File: src/rtl/pc_pkg.sv
// Shared constants and types for the fetch-stage program counter with link stack.
package pc_pkg;

  localparam int unsigned DEF_ADDR_W    = 32;
  localparam int unsigned DEF_STEP      = 1;
  localparam int unsigned DEF_RAS_DEPTH = 8;

  typedef logic [DEF_ADDR_W-1:0] addr_t;

  // Next-PC source selected each falling edge
  typedef enum logic [1:0] {
    PC_HOLD,
    PC_INC,
    PC_REL,
    PC_LINK
  } pc_sel_e;

endpackage

File: src/rtl/pc_link_unit_if.sv
// Decode-side bundle for pc_link_unit: branch/condition requests in, PC and link-stack status out.
interface pc_link_unit_if #(
  parameter int unsigned ADDR_W    = pc_pkg::DEF_ADDR_W,
  parameter int unsigned RAS_DEPTH = pc_pkg::DEF_RAS_DEPTH
);

  localparam int unsigned CNT_W = $clog2(RAS_DEPTH + 1);

  logic                     stall;
  logic                     write_condition;
  logic                     should_branch;
  logic                     should_branch_to_link;
  logic                     is_call;
  logic signed [ADDR_W-1:0] branch_value;
  logic        [ADDR_W-1:0] link_value;
  logic                     clear_errors;
  logic        [ADDR_W-1:0] instruction_address;
  logic        [ADDR_W-1:0] return_address;
  logic        [CNT_W-1:0]  ras_count;
  logic                     ras_overflow;
  logic                     ras_underflow;

  modport master (
    output stall, write_condition, should_branch, should_branch_to_link, is_call,
           branch_value, link_value, clear_errors,
    input  instruction_address, return_address, ras_count, ras_overflow, ras_underflow
  );

  modport slave (
    input  stall, write_condition, should_branch, should_branch_to_link, is_call,
           branch_value, link_value, clear_errors,
    output instruction_address, return_address, ras_count, ras_overflow, ras_underflow
  );

endinterface

File: src/rtl/link_stack.sv
// Circular return-address stack: push/pop/replace, newest-wins overwrite when full, sticky error flags.
module link_stack #(
  parameter int unsigned ADDR_W    = 32,
  parameter int unsigned RAS_DEPTH = 8
) (
  input  logic                               clock,
  input  logic                               reset,
  input  logic                               enable,
  input  logic                               push,
  input  logic                               pop,
  input  logic                               clear_errors,
  input  logic [ADDR_W-1:0]                  push_data,
  input  logic [ADDR_W-1:0]                  fallback,
  output logic [ADDR_W-1:0]                  top_c,
  output logic [$clog2(RAS_DEPTH + 1)-1:0]   count,
  output logic                               overflow,
  output logic                               underflow
);

  localparam int unsigned CNT_W = $clog2(RAS_DEPTH + 1);
  localparam int unsigned PTR_W = $clog2(RAS_DEPTH);

  logic [ADDR_W-1:0] mem [RAS_DEPTH];
  logic [PTR_W-1:0]  ptr_q, ptr_n, ptr_inc, ptr_dec, mem_waddr;
  logic [CNT_W-1:0]  count_q, count_n;
  logic              ovf_q, ovf_n, unf_q, unf_n;
  logic              mem_we, empty, full;

  assign empty   = (count_q == '0);
  assign full    = (count_q == CNT_W'(RAS_DEPTH));
  assign ptr_inc = (ptr_q == PTR_W'(RAS_DEPTH - 1)) ? '0 : ptr_q + PTR_W'(1);
  assign ptr_dec = (ptr_q == '0) ? PTR_W'(RAS_DEPTH - 1) : ptr_q - PTR_W'(1);

  // ptr_q always addresses the newest entry; the oldest is silently overwritten on wrap
  always_comb begin
    ptr_n     = ptr_q;
    count_n   = count_q;
    ovf_n     = ovf_q;
    unf_n     = unf_q;
    mem_we    = 1'b0;
    mem_waddr = ptr_q;
    if (enable) begin
      if (clear_errors) begin
        ovf_n = 1'b0;
        unf_n = 1'b0;
      end
      if (push && pop) begin
        mem_we = 1'b1;
        if (empty) begin
          unf_n     = 1'b1;
          ptr_n     = ptr_inc;
          mem_waddr = ptr_inc;
          count_n   = CNT_W'(1);
        end
      end else if (push) begin
        mem_we    = 1'b1;
        ptr_n     = ptr_inc;
        mem_waddr = ptr_inc;
        if (full) ovf_n = 1'b1;
        else      count_n = count_q + CNT_W'(1);
      end else if (pop) begin
        if (empty) begin
          unf_n = 1'b1;
        end else begin
          ptr_n   = ptr_dec;
          count_n = count_q - CNT_W'(1);
        end
      end
    end
  end

  always_ff @(negedge clock or posedge reset) begin
    if (reset) begin
      ptr_q   <= '0;
      count_q <= '0;
      ovf_q   <= 1'b0;
      unf_q   <= 1'b0;
    end else begin
      ptr_q   <= ptr_n;
      count_q <= count_n;
      ovf_q   <= ovf_n;
      unf_q   <= unf_n;
    end
  end

  // Contents are don't-care after reset, so the array carries no reset
  always_ff @(negedge clock) begin
    if (mem_we && !reset) mem[mem_waddr] <= push_data;
  end

  assign top_c     = empty ? fallback : mem[ptr_q];
  assign count     = count_q;
  assign overflow  = ovf_q;
  assign underflow = unf_q;

endmodule

File: src/rtl/pc_link_unit.sv
// Fetch-stage PC register with hold/increment/relative/return select and optional link stack.
// Define PC_RAS_EN to build the internal return-address stack; otherwise returns use link_value.
module pc_link_unit
  import pc_pkg::*;
#(
  parameter int unsigned       ADDR_W     = DEF_ADDR_W,
  parameter int unsigned       STEP       = DEF_STEP,
  parameter int unsigned       RAS_DEPTH  = DEF_RAS_DEPTH,
  parameter logic [ADDR_W-1:0] RESET_ADDR = '0
) (
  input  logic          clock,
  input  logic          reset,
  pc_link_unit_if.slave bus
);

  logic [ADDR_W-1:0] pc_q, pc_n, pc_inc, return_c;
  pc_sel_e           sel;
  logic              taken;

  assign taken  = bus.write_condition & bus.should_branch;
  assign pc_inc = pc_q + ADDR_W'(STEP);

  // Priority: stall, then taken branch (return or relative), else sequential
  always_comb begin
    sel = PC_INC;
    if (bus.stall)  sel = PC_HOLD;
    else if (taken) sel = bus.should_branch_to_link ? PC_LINK : PC_REL;
  end

  always_comb begin
    pc_n = pc_q;
    case (sel)
      PC_HOLD: pc_n = pc_q;
      PC_INC:  pc_n = pc_inc;
      PC_REL:  pc_n = pc_q + $unsigned(bus.branch_value);
      PC_LINK: pc_n = return_c;
      default: pc_n = pc_q;
    endcase
  end

  always_ff @(negedge clock or posedge reset) begin
    if (reset) pc_q <= RESET_ADDR;
    else       pc_q <= pc_n;
  end

  assign bus.instruction_address = pc_q;
  assign bus.return_address      = return_c;

`ifdef PC_RAS_EN
  logic push, pop;

  assign push = taken & bus.is_call;
  assign pop  = taken & bus.should_branch_to_link;

  link_stack #(
    .ADDR_W    (ADDR_W),
    .RAS_DEPTH (RAS_DEPTH)
  ) u_link_stack (
    .clock        (clock),
    .reset        (reset),
    .enable       (~bus.stall),
    .push         (push),
    .pop          (pop),
    .clear_errors (bus.clear_errors),
    .push_data    (pc_inc),
    .fallback     (bus.link_value),
    .top_c        (return_c),
    .count        (bus.ras_count),
    .overflow     (bus.ras_overflow),
    .underflow    (bus.ras_underflow)
  );
`else
  logic unused_ras_inputs;

  assign unused_ras_inputs = bus.is_call ^ bus.clear_errors;
  assign return_c          = bus.link_value;
  assign bus.ras_count     = '0;
  assign bus.ras_overflow  = 1'b0;
  assign bus.ras_underflow = 1'b0;
`endif

endmodule

File: src/flat_wrapper.sv
// flat-port wrapper written by rule: the top's interface ports become plain ports
module pc_link_unit_flat import pc_pkg::*;
#(
  parameter int unsigned       ADDR_W     = DEF_ADDR_W,
  parameter int unsigned       STEP       = DEF_STEP,
  parameter int unsigned       RAS_DEPTH  = DEF_RAS_DEPTH,
  parameter logic [ADDR_W-1:0] RESET_ADDR = '0
)
  (clock, reset, bus_stall, bus_write_condition, bus_should_branch, bus_should_branch_to_link, bus_is_call, bus_branch_value, bus_link_value, bus_clear_errors, bus_instruction_address, bus_return_address, bus_ras_count, bus_ras_overflow, bus_ras_underflow);
  pc_link_unit_if #(.ADDR_W(ADDR_W), .RAS_DEPTH(RAS_DEPTH)) bus_i ();
  input  logic clock;
  input  logic reset;
  input wire logic [$bits(bus_i.stall)-1:0] bus_stall;
  input wire logic [$bits(bus_i.write_condition)-1:0] bus_write_condition;
  input wire logic [$bits(bus_i.should_branch)-1:0] bus_should_branch;
  input wire logic [$bits(bus_i.should_branch_to_link)-1:0] bus_should_branch_to_link;
  input wire logic [$bits(bus_i.is_call)-1:0] bus_is_call;
  input wire logic [$bits(bus_i.branch_value)-1:0] bus_branch_value;
  input wire logic [$bits(bus_i.link_value)-1:0] bus_link_value;
  input wire logic [$bits(bus_i.clear_errors)-1:0] bus_clear_errors;
  output wire logic [$bits(bus_i.instruction_address)-1:0] bus_instruction_address;
  output wire logic [$bits(bus_i.return_address)-1:0] bus_return_address;
  output wire logic [$bits(bus_i.ras_count)-1:0] bus_ras_count;
  output wire logic [$bits(bus_i.ras_overflow)-1:0] bus_ras_overflow;
  output wire logic [$bits(bus_i.ras_underflow)-1:0] bus_ras_underflow;
  assign bus_i.stall = bus_stall;
  assign bus_i.write_condition = bus_write_condition;
  assign bus_i.should_branch = bus_should_branch;
  assign bus_i.should_branch_to_link = bus_should_branch_to_link;
  assign bus_i.is_call = bus_is_call;
  assign bus_i.branch_value = bus_branch_value;
  assign bus_i.link_value = bus_link_value;
  assign bus_i.clear_errors = bus_clear_errors;
  assign bus_instruction_address = bus_i.instruction_address;
  assign bus_return_address = bus_i.return_address;
  assign bus_ras_count = bus_i.ras_count;
  assign bus_ras_overflow = bus_i.ras_overflow;
  assign bus_ras_underflow = bus_i.ras_underflow;
  pc_link_unit #(.ADDR_W(ADDR_W), .STEP(STEP), .RAS_DEPTH(RAS_DEPTH), .RESET_ADDR(RESET_ADDR)) u_core (.clock(clock), .reset(reset), .bus(bus_i));
endmodule
File: config.mk
export PLATFORM = sky130hd
export DESIGN_NAME = pc_link_unit_flat
export DESIGN_NICKNAME = d
export VERILOG_FILES = /design/src/rtl/pc_pkg.sv /design/src/rtl/pc_link_unit_if.sv /design/src/rtl/link_stack.sv /design/src/rtl/pc_link_unit.sv /design/src/flat_wrapper.sv
export SDC_FILE = /design/constraint.sdc
export NUM_CORES = 1
export LEC_CHECK = 0
export ABC_CLOCK_PERIOD_IN_PS = 3000
export CAP_MARGIN = 20
export CORE_ASPECT_RATIO = 1.1
export CORE_MARGIN = 2
export CORE_UTILIZATION = 45
export DETAILED_ROUTE_END_ITERATION = 16
export PLACE_DENSITY = 0.82
export SETUP_SLACK_MARGIN = 0.4
export SLEW_MARGIN = 30
export SYNTH_ARGS = -nofsm -noshare
export SYNTH_HDL_FRONTEND = slang
export SYNTH_SLANG_ARGS = --single-unit
File: constraint.sdc
create_clock -name clock -period 3 [get_ports clock]
set_input_delay 0.9 -clock clock [delete_from_list [all_inputs] [get_ports clock]]
set_output_delay 0.9 -clock clock [all_outputs]
set_load 0.02 [all_outputs]
## After elaboration in Yosys (flattened, before gate mapping)

Cells that the tools add are included.

| word-level totals | value |
|---|---|
| register bits after elaboration | 32 |
| bits of input ports | 72 |
| output and inout bits | 70 |
| word-level logic and storage cells | 12 |

| operators by class | value |
|---|---|
| add/subtract/negate cells | 2 |
| equal/unequal tests | 3 |
| multiplexer cells | 4 |
| bitwise operators | 1 |
| reductions and logical operators | 1 |

Operators with widths:

| operator | count |
|---|---|
| 32-bit one-hot mux with 3 select lines | 1 |
| 32-bit by 1-bit adder with 32-bit output (second input constant) | 1 |
| 32-bit adder | 1 |
| 2-bit == test (second input constant) | 2 |
| 2-bit two-way mux | 2 |
| 2-bit by 1-bit == test with 1-bit output (second input constant) | 1 |
| 2-bit logical NOT | 1 |
| 1-bit bitwise AND | 1 |
| 1-bit two-way mux | 1 |

## Logic depth before layout (Yosys ltp)

| depth | value |
|---|---|
| word-level depth | 5 |
| depth in mapped cells | 13 |
| gate-level depth less buffers | 12 |

==> results.md <==
- The number of global-route vias before repair was 4959.
- The count of cells along the worst hold path is 2.
- Setup repair after global routing could not meet its margin everywhere.
- In this run the critical register-to-register path is captured at u_core.bus.instruction_address[25].
- The antenna cell count is 0.
- The area growth from synthesis to layout is 87.70%.
- Setup violations remaining at the end of the flow were counted as 64.
- The worst hold-check slack is 0.5783 ns.
- The number of remaining DRC errors is 0.
- The largest net degree at the start of global routing is 25.
- The setup slack after layout is -1.884 ns.
- The aggregate negative setup slack is -60.54 ns.
- In this run the most critical hold path is launched from u_core.bus.instruction_address[5].
- The final reports fail on setup timing.
- For the final database, setup skew stands at 0.01061 ns.
- The first global-routing pass estimated 24930 µm of wire.
- The final number of hold-violating endpoints is 0.
- The critical path launch point type is an input port.
- The number of synthesis warnings is 0.
- The count of buffers from port buffering is 133.
- After detailed routing, the number of vias per cell comes to 6.462.
- The critical path goes through buf_8 > nand2_4 > nor3_4 > buf_6 > buf_4 > and2_1 > ha_1 > a21oi_2 > buf_4 > nand2_2 > a41oi_2 > a211oi_4 > a31oi_1 > mux2i_1 > nor2_1.
- The synthesized area divided by synthesized cell count is 7.920 µm².
- The beginning of the worst register-to-register path is u_core.bus.instruction_address[6].
- Once the floorplan was initialized, standard cells occupied 46.79% of the core.
- The worst path required time is 1.63 ns.
- For this run, the leading register cell type out of synthesis is sky130_fd_sc_hd__dfrtn_1.
- In the final routed layout, each cell accounts on average for 23.63 µm.
- For this run, asynchronously set or reset flops after synthesis account for 100.0%.
- The die covers 9016 µm².
- The clock network fraction of design power is 10.1%.
- The share of the yosys chip area belonging to registers is 21.51%.
- The total global-route track usage is 34.16%.
- The cell with the biggest individual delay on the critical path is sky130_fd_sc_hd__a41oi_2.
- Cells with a size suffix above 1 make up 49.18% of the layout.
- The count of nets left with antenna violations once routing finished came out at 0.
- The design internal power is 0.002714 W.
- The part of the power in registers is 15.3%.
- After clock tree synthesis, the clock-pin slew on the worst setup and hold paths is 0.06 ns.
- The number of slew-limit violations in the final report is 0.
- The clock latency at the later pin of the worst-skew pair is 0.30 ns.
- The number of antenna violations at the first check in global routing was 1.
- The synthesized design contains 0 enable-type register cells.
- The overall routed net length is 19800 µm.
- The placed wire-length estimate is 10850 µm.
- In this run switching power makes up 43.94% of total power.
- The register bit total from synthesis is 32.
- STA classifies the critical path endpoint as a register.
- The horizontal die dimension is 90.72 µm.
- Combinational logic is responsible for 74.5% of the overall power.
- The total vias in the final route is 5415.
- The net count of the finished layout is 833.
- By instance count, the cell type seen most on the critical path is sky130_fd_sc_hd__buf_4.
- Including well taps, the total number of placed cells is 789.
- Along the worst path, the maximum fanout reaches 8.
- The delay contributed by the slowest stage of the critical path is 0.36 ns.
- At the worst endpoint, the arrival time is 3.52 ns.
- The site row count is 34.
- For hold timing, the worst endpoint is u_core.bus.instruction_address[5].
- The flow ran to the end, but the final reports show violations.
- The critical setup path kind is input port to register.
- The clock sink total is 32.
- Buffers inserted during clock tree synthesis total 5.
- From bottom edge to top edge, the die measures 99.39 µm.
- The power density over the cells is 693.0 nW/µm².
- The min-delay analysis places its worst path in the category register to register.
- The switching component of the power is 0.002127 W.
- The standby leakage power is 3.176 nW.
- At the end of routability-driven placement, the weighted congestion stood at 0.9372.
- The library cell used as clock root buffer is sky130_fd_sc_hd__clkbuf_8.
- Summed over all layers, the global routing overflow is 0.
- The first-pass iteration count of the detailed router is 6.
- In this run, distinct cell masters in the synthesized netlist total 58.
- After technology mapping, the gate count stands at 470.
- In this run the cell area measured after placement is 6002 µm².
- The depth of the worst register-to-register path is 12.
- For this design, the CTS-stage hold fixing added 0 buffers.
- The finished layout holds 838 standard cells, fillers aside.
- The share of the core filled with cells in the final layout is 87.83%.
- The number of violations reported at the end of detailed-routing iteration 0 is 604.
- The setup slack on the worst flop-to-flop path is 0.21 ns.
- The clock passes through at most 2 buffers.
- The number of top-level design ports is 142.
- The flip-flop count of the largest register, all copies and words added is 32.
- The finished cells cover 6987 µm².
- The netlist area before placement is 3722 µm².
- The number of H-tree levels is 2.
- The TritonCTS clock tree is done.
- The total core area is 7955 µm².
- VDD sags by at most 0.4828 mV.
- The tool flagged a number of max-cap violations equal to 0.
-- final cells by class --
| class | instances | area [µm²] |
|---|---|---|
| Inverter | 9 | 37.54 |
| Clock buffer | 7 | 96.34 |
| Clock inverter | 1 | 30.03 |
| Tap cell | 108 | 135.1 |
| Fill cell | 338 | 968.4 |
| Multi-Input combinational cell | 367 | 3093 |
| Sequential cell | 32 | 800.8 |
| Timing Repair Buffer | 314 | 2794 |
-- power groups by stage --
stage / combinational (W) / sequential [W] / clock [W]
2_1_floorplan: 0.00118 / 0.000950 / 0
3_3_place_gp: 0.00269 / 0.000707 / 0
3_5_place_dp: 0.00278 / 0.000711 / 0
4_1_cts: 0.00306 / 0.000732 / 0.000492
5_1_grt: 0.00375 / 0.000757 / 0.000498
6_report: 0.00361 / 0.000743 / 0.000490
-- cells by family (layout without fill, tap and decap cells) --
| kind of cell | count (synthesis) | in the layout | share of synthesized area (%) |
|---|---|---|---|
| adders and majority gates | 32 | 32 | 10.96 |
| other | 1 | 6 | 0.1007 |
| buffers and inverters | 76 | 331 | 13.14 |
| muxes | 2 | 2 | 0.5714 |
| DFF | 32 | 32 | 21.51 |
| and+or+nand+nor | 129 | 129 | 17.75 |
| xor gates and xnor gates | 27 | 27 | 6.353 |
| AOI/OAI and AO/OA | 171 | 171 | 29.61 |
-- how the worst max path moves through the flow --
stage                        start                                 end  depth (start not counted)  slack, ns
2_1_floorplan            bus_stall  u_core.bus.instruction_address[29]                         13      -1.68
4_1_cts          bus_should_branch  u_core.bus.instruction_address[25]                         14      -1.63
3_5_place_dp     bus_should_branch  u_core.bus.instruction_address[25]                         13      -2.42
5_1_grt          bus_should_branch  u_core.bus.instruction_address[27]                         15      -1.94
6_report         bus_should_branch  u_core.bus.instruction_address[29]                         15      -1.88
3_3_place_gp   bus_write_condition  u_core.bus.instruction_address[23]                         13      -2.27
-- timing repair --
item,in CTS,in global routing
pin swaps,38,62
cloned,1,0
setup endpoints to repair,96,82
buffers inserted,29,11
gates resized for setup,352,95
-- worst max-delay path, delay by kind of cell --
| kind | cells | cell delay (ns) |
|---|---|---|
| adders and majority gates | 1 | 0.26 |
| muxes | 1 | 0.24 |
| AOI/OAI and AO/OA | 4 | 0.99 |
| and+or+nand+nor | 5 | 0.57 |
| buffers and inverters | 4 | 0.55 |
-- metal layers --
layer,up-vias,global-route usage [%],wire [µm],part of all wire [%]
met3,204,6.136,2296,12
met2,527,62.51,9131,46
met5,-,0,54,0.27
li1,2200,-,-,-
met4,4,13.37,1916,9.7
met1,2480,39.51,6399,32
-- per-stage QoR --
stage	power, W	setup WS (ns)
global route	0.005001	-1.941
floorplan	0.002131	-1.678
CTS	0.004287	-1.629
global placement	0.003396	-2.265
finish	0.004842	-1.884
detailed placement	0.003488	-2.425
-- synthesized netlist by cell type (all sizes together), types with 4 or more instances --
| cell type | count | area share (%) |
|---|---|---|
| and3 | 5 | 0.84 |
| nand2 | 37 | 3.7 |
| o22ai | 12 | 2.0 |
| xnor2 | 11 | 2.6 |
| a21o | 14 | 2.9 |
| a22oi | 9 | 1.8 |
| a21oi | 55 | 7.5 |
| nor2 | 21 | 2.1 |
| a31oi | 4 | 0.67 |
| ha | 31 | 10 |
| buf | 49 | 10 |
| clkbuf | 17 | 1.8 |
| nor3 | 4 | 0.54 |
| a211oi | 7 | 1.7 |
| nand3 | 6 | 0.81 |
| dfrtn | 32 | 22 |
| and2 | 31 | 5.2 |
| o211ai | 8 | 1.9 |
| xor2 | 16 | 3.8 |
| o21ai | 32 | 4.3 |
| inv | 9 | 0.91 |
| nand4 | 17 | 2.9 |
| o21a | 11 | 2.2 |
-- placed cells by master, fill, tap and decap left out, types with 16 or more instances in the layout --
master,netlist,layout
sky130_fd_sc_hd__nor2_1,21,17
sky130_fd_sc_hd__xor2_1,16,16
sky130_fd_sc_hd__a21oi_2,1,16
sky130_fd_sc_hd__buf_4,40,158
sky130_fd_sc_hd__clkdlybuf4s50_1,0,64
sky130_fd_sc_hd__nand2_1,37,30
sky130_fd_sc_hd__a21oi_1,54,36
sky130_fd_sc_hd__dfrtn_1,32,32
sky130_fd_sc_hd__and2_1,31,21
sky130_fd_sc_hd__nand4_1,17,17
sky130_fd_sc_hd__buf_6,5,51
Note: power is estimated with default switching activity, not from simulation.
